## src/rtl/regfile_mp.sv

```systemverilog
// Multi-port register file for the pipelined CPU: two prioritised write ports,
// optional write-to-read bypass, per-entry pending scoreboard and a registered debug port.
module regfile_mp #(
  parameter int DATA_W   = 32,
  parameter int ADDR_W   = 5,
  parameter int NUM_RD   = 2,
  parameter int ZERO_REG = 1,
  parameter int BYPASS   = 1,
  parameter int DBG_W    = 16
) (
  input  logic                       clk,
  input  logic                       reset,
  input  logic [NUM_RD*ADDR_W-1:0]   rd_addr,
  output logic [NUM_RD*DATA_W-1:0]   rd_data,
  output logic [NUM_RD-1:0]          rd_busy,
  input  logic                       we0,
  input  logic [ADDR_W-1:0]          waddr0,
  input  logic [DATA_W-1:0]          wdata0,
  input  logic                       we1,
  input  logic [ADDR_W-1:0]          waddr1,
  input  logic [DATA_W-1:0]          wdata1,
  input  logic                       issue_valid,
  input  logic [ADDR_W-1:0]          issue_addr,
  input  logic [ADDR_W-1:0]          dbg_addr,
  output logic [DBG_W-1:0]           dbg_data
);

  localparam int DEPTH   = 1 << ADDR_W;
  localparam bit ZERO_EN = (ZERO_REG != 0);
  localparam bit BYP_EN  = (BYPASS != 0);

  logic [DATA_W-1:0] mem [DEPTH];
  logic [DEPTH-1:0]  pending;
  logic [DEPTH-1:0]  pending_next;
  logic [DBG_W-1:0]  dbg_q;
  logic              wr0_ok;
  logic              wr1_ok;

  // Port 1 wins a same-address collision, so port 0 is suppressed outright.
  assign wr1_ok = we1 && !(ZERO_EN && waddr1 == '0);
  assign wr0_ok = we0 && !(ZERO_EN && waddr0 == '0) && !(we1 && waddr1 == waddr0);

  always_comb begin
    pending_next = pending;
    if (we0) pending_next[waddr0] = 1'b0;
    if (we1) pending_next[waddr1] = 1'b0;
    if (issue_valid) pending_next[issue_addr] = 1'b1;
    if (ZERO_EN) pending_next[0] = 1'b0;
  end

  always_ff @(posedge clk) begin
    if (reset) begin
      for (int i = 0; i < DEPTH; i++) mem[i] <= '0;
      pending <= '0;
      dbg_q   <= '0;
    end else begin
      if (wr0_ok) mem[waddr0] <= wdata0;
      if (wr1_ok) mem[waddr1] <= wdata1;
      pending <= pending_next;
      if (ZERO_EN && dbg_addr == '0) dbg_q <= '0;
      else                           dbg_q <= mem[dbg_addr][DBG_W-1:0];
    end
  end

  assign dbg_data = dbg_q;

  for (genvar k = 0; k < NUM_RD; k++) begin : g_rd
    logic [ADDR_W-1:0] addr;
    logic [DATA_W-1:0] data;
    logic              busy;

    assign addr = rd_addr[k*ADDR_W +: ADDR_W];

    // Zero-register check comes last so it overrides any forwarded write.
    always_comb begin
      data = mem[addr];
      busy = pending[addr];
      if (BYP_EN) begin
        if (we1 && waddr1 == addr) begin
          data = wdata1;
          busy = 1'b0;
        end else if (we0 && waddr0 == addr) begin
          data = wdata0;
          busy = 1'b0;
        end
      end
      if (ZERO_EN && addr == '0) begin
        data = '0;
        busy = 1'b0;
      end
    end

    assign rd_data[k*DATA_W +: DATA_W] = data;
    assign rd_busy[k]                  = busy;
  end

endmodule

```

## config.mk

```make
export PLATFORM = sky130hd
export DESIGN_NAME = regfile_mp
export DESIGN_NICKNAME = d
export VERILOG_FILES = /design/src/rtl/regfile_mp.sv
export SDC_FILE = /design/constraint.sdc
export NUM_CORES = 2
export LEC_CHECK = 0
export CORE_MARGIN = 2
export CORE_UTILIZATION = 35
export CTS_CLUSTER_DIAMETER = 80
export DETAILED_ROUTE_END_ITERATION = 10
export RECOVER_POWER = 100
export SYNTH_ARGS = -nofsm -noshare
export SYNTH_HDL_FRONTEND = slang
export SYNTH_SLANG_ARGS = --single-unit
```

## constraint.sdc

```tcl
create_clock -name clk -period 2.9 [get_ports clk]
set_input_delay 0.29 -clock clk [delete_from_list [all_inputs] [get_ports clk]]
set_output_delay 0.29 -clock clk [all_outputs]
set_load 0.02 [all_outputs]
```

==> summary.md <==
| Metric | Value |
|---|---|
| Met1 Use GR | between 30% and 40% |
| Min-Delay Path Depth | 5 |
| EDFF count, synth | around 1,000 |
| Share of layout cells above drive strength 1 | 34.72% |
| First-pass GRT wire length | approximately 420,000 um |
| Cell breakdown of the critical path | buf_6, mux4_2, a22o_1, a211oi_2, buf_4, nor4_2, a221o_1, buf_6 |
| Max_cap viols | 0 |
| H-tree depth | 4 |
| Worst EP arrival | approximately 2.9 ns |
| Fmax | between 300 and 400 MHz |
| Worst-Skew Late Latency | between 0.8 and 0.9 ns |
| Post-route minimum period | about 3.2 ns |
| Critical path endpoint category | primary output |
| Final period util | 110.9% |
| Core area | around 190,000 sq um |
| Worst-Margin Slew | about 1.2 ns |
| Critical path's slowest cell | mux4_2 |
| Synth top area share | 46.43% |
| CTS sink count | about 1,100 |
| GR Layer Usage met3 | under 10% |
| Ys async rst share | 0% |
| Clock buffer depth | 3 |
| CTS tree | built |
| Pins Over Slew Limit | 0 |
| Final setup vio count | ~560 |
| Fin. Hold Viols | 0 |
| Critical path's top delay family | compound AO/OA/AOI/OAI gates |
| Initial antenna violation count | 2 |
| Min-delay worst type | input pin to flop |
| WHS | between 0.2 and 0.3 ns |
| Crit start category | flop |
| Mapped Area | 66,220 sq um |
| Unrepaired setup endpoints after global routing | yes |
| Met2 usage | about 48% |
| IO Port Bufs | 180 |
| GP Congestion | 0.9374 |
| FF-to-FF setup slack | between 0.9 and 1 ns |
| Die width | 439.0 um |
| Num CTS Buffers | between 100 and 150 |
| Main synth FF type | edfxtp_1 |
| Register area share after synthesis | between 40% and 50% |
| Worst Path Max Fanout | 2 |
| Post-Synthesis Cells | roughly 4,800 |
| Clock skew | between 0.03 and 0.04 ns |
| Worst VDD drop | between 0.3 and 0.4 mV |
| CTS clk-pin slew, worst paths | roughly 0.06 ns |
| Slowest stage delay, CP | 0.46 ns |
| WL/cell | slightly above 40 um |
| Io pins | 181 |
| Largest net degree at the start of global routing | 69 |
| Status | finished, violations left |
| Footprint of the multi-input gates | 32,760 sq um |
| CP Launch Point | mem[24][2] |
| Row count | between 150 and 200 |
| Worst Reg2Reg Path Length in Cells | 6 |
| Synth top cells by count | a22o_1, edfxtp_1, mux4_2 |
| Synth cell types | 52 |
| Vias in the first global route | between 50,000 and 60,000 |
| Register area | approximately 32,000 sq um |
| Cell taking the most area after synthesis | edfxtp_1 |
| Fin area | between 70,000 and 80,000 sq um |
| Drt total wl | 309,400 um |
| Die ar. | 192,700 sq um |
| Yosys warns | 0 |
| All-Layer GR Usage | about a third |
| Grt ovf | 0 |
| Clock root cell | clkbuf_16 |
| Area Growth Syn to Fin | 20.80% |
| Drt pass-1 iters | 6 |
| Detail Route Antenna Nets | 0 |
| Leakage | roughly 28 nW |
| Gr busiest metal | met2 |
| DRC | 0 |
| Filler Cells Inserted | 16,954 |
| Cell mode on critical path | buf_6 |
| Crit path kind | flop to primary output |
| Dpl hpwl | 194,300 um |
| Synth top area cells | edfxtp_1, mux4_2, a22o_1 |
| Failing checks | setup timing |
| Crit path required time | 2.61 ns |
| Avg Inst Size Synth | about 14 sq um |
| Cell depth of the worst setup path | 8 |
| Cell Pwr Density | around 520 nW/um^2 |
| Via/cell ratio | 7.132 |
| Die Ht | about 440 um |
| #FFs+latches synth | 1,071 |
| Critical Path Sink | rd_data[2] |
| Worst r2r dst | dbg_data[12] |
| Max-slew headroom | 21.74% |
| Nets | a little over 5,000 |
| Initial core utilization | a little over a third |
| PnR worst setup slack | -0.3175 ns |
| CP bufs+invs | 3 |
| Most common cell in the netlist | a22o_1 |
| FF-to-FF Start | mem[16][12] |
| Initial drt markers | just over 8,000 |
| Via count | around 54,000 |
| Dpl cell area | around 75,000 sq um |
-- state kept, by name, summed over array words and instances, names as in the netlist --
name / cells
dbg_data: 16
mem: 1024
pending: 31
-- cell families after synthesis --
family	share of synthesized area, %
buffers and inverters	5.126
flip-flops	47.85
multiplexers	23.07
other	0.005663
AND/OR/NAND/NOR	3.038
XOR/XNOR	0.3306
AO/OA/AOI/OAI	20.58
-- placed cells by master, fill, tap and decap left out, types with 33 or more instances in the layout --
cell type	instances
a22o_1	1053
clkbuf_4	65
clkdlybuf4s50_1	80
o22ai_1	34
clkbuf_1	35
o221ai_1	125
a221oi_1	36
mux2i_1	318
nor2_1	75
mux4_2	472
a211oi_2	58
nor2_4	35
dfxtp_1	47
a22oi_1	64
mux2_2	101
nand2_1	84
edfxtp_1	1024
nor4_2	33
buf_4	505
clkbuf_16	134
buf_6	88
o211a_1	55
buf_12	86
a221o_1	61
-- what timing repair did --
| item | 4_1_cts | 5_1_grt |
|---|---|---|
| setup endpoints to repair | 66 | 64 |
| buffers inserted | 32 | 15 |
| hold buffers | 1 | 0 |
| gates cloned | 2 | 0 |
| hold endpoints to repair | 8 | 0 |
| gates resized for setup | 356 | 24 |
| pin swaps | 179 | 20 |
-- area by class of cell --
class	count	share of cell area [%]
clock buffers	163	4.403
well taps	2495	3.902
flip-flops and latches	1071	39.61
multi-input cells	2947	40.95
diodes	1	0.003128
clock inverters	65	0.5771
inverters	4	0.01877
repair buffers	888	10.54
-- worst reg2reg max path, delay by kind of cell (launching register included) --
kind	cells	cell delay, ns
compound gates	3	1.12
flops	1	0.37
buf+inv	2	0.21
mux	1	0.06
-- layer usage --
layer / vias to the layer above / part of all wire [%]
met5: - / 0
met4: 0 / 8.4
met3: 1175 / 13
met2: 4771 / 44
met1: 27699 / 34
li1: 20799 / -
-- how the worst min path moves through the flow --
stage / slack, ns / startpoint / end
final: 0.28 / dbg_addr[2] / dbg_data[10]
after floorplan: 0.48 / pending[14] / pending[14]
after global routing: 0.28 / dbg_addr[2] / dbg_data[8]
after CTS: 0.20 / dbg_addr[2] / dbg_data[10]
after global placement: 0.50 / pending[4] / pending[4]
after detailed placement: 0.51 / pending[18] / pending[18]
-- metrics by stage --
step	util (%)	setup slack [ns]	TNS [ns]	std cells	power, W
floorplan	-	0.3219	0	4785	0.02263
global placement	40.04	-0.7452	-249.23	7395	0.02590
detailed placement	40.04	-0.6507	-350.19	7395	0.02603
CTS	42.87	-0.3290	-8.612	7619	0.04186
global route	42.60	-0.3704	-66.51	7634	0.04284
finish	42.60	-0.3175	-44.78	7634	0.04197
-- where the power goes --
part           switching, W  internal (W)
Combinational       0.00445       0.00331
Clock               0.00693       0.00888
Sequential         0.000534        0.0179
Total                0.0119        0.0301
Power figures use the tool's default switching activity.
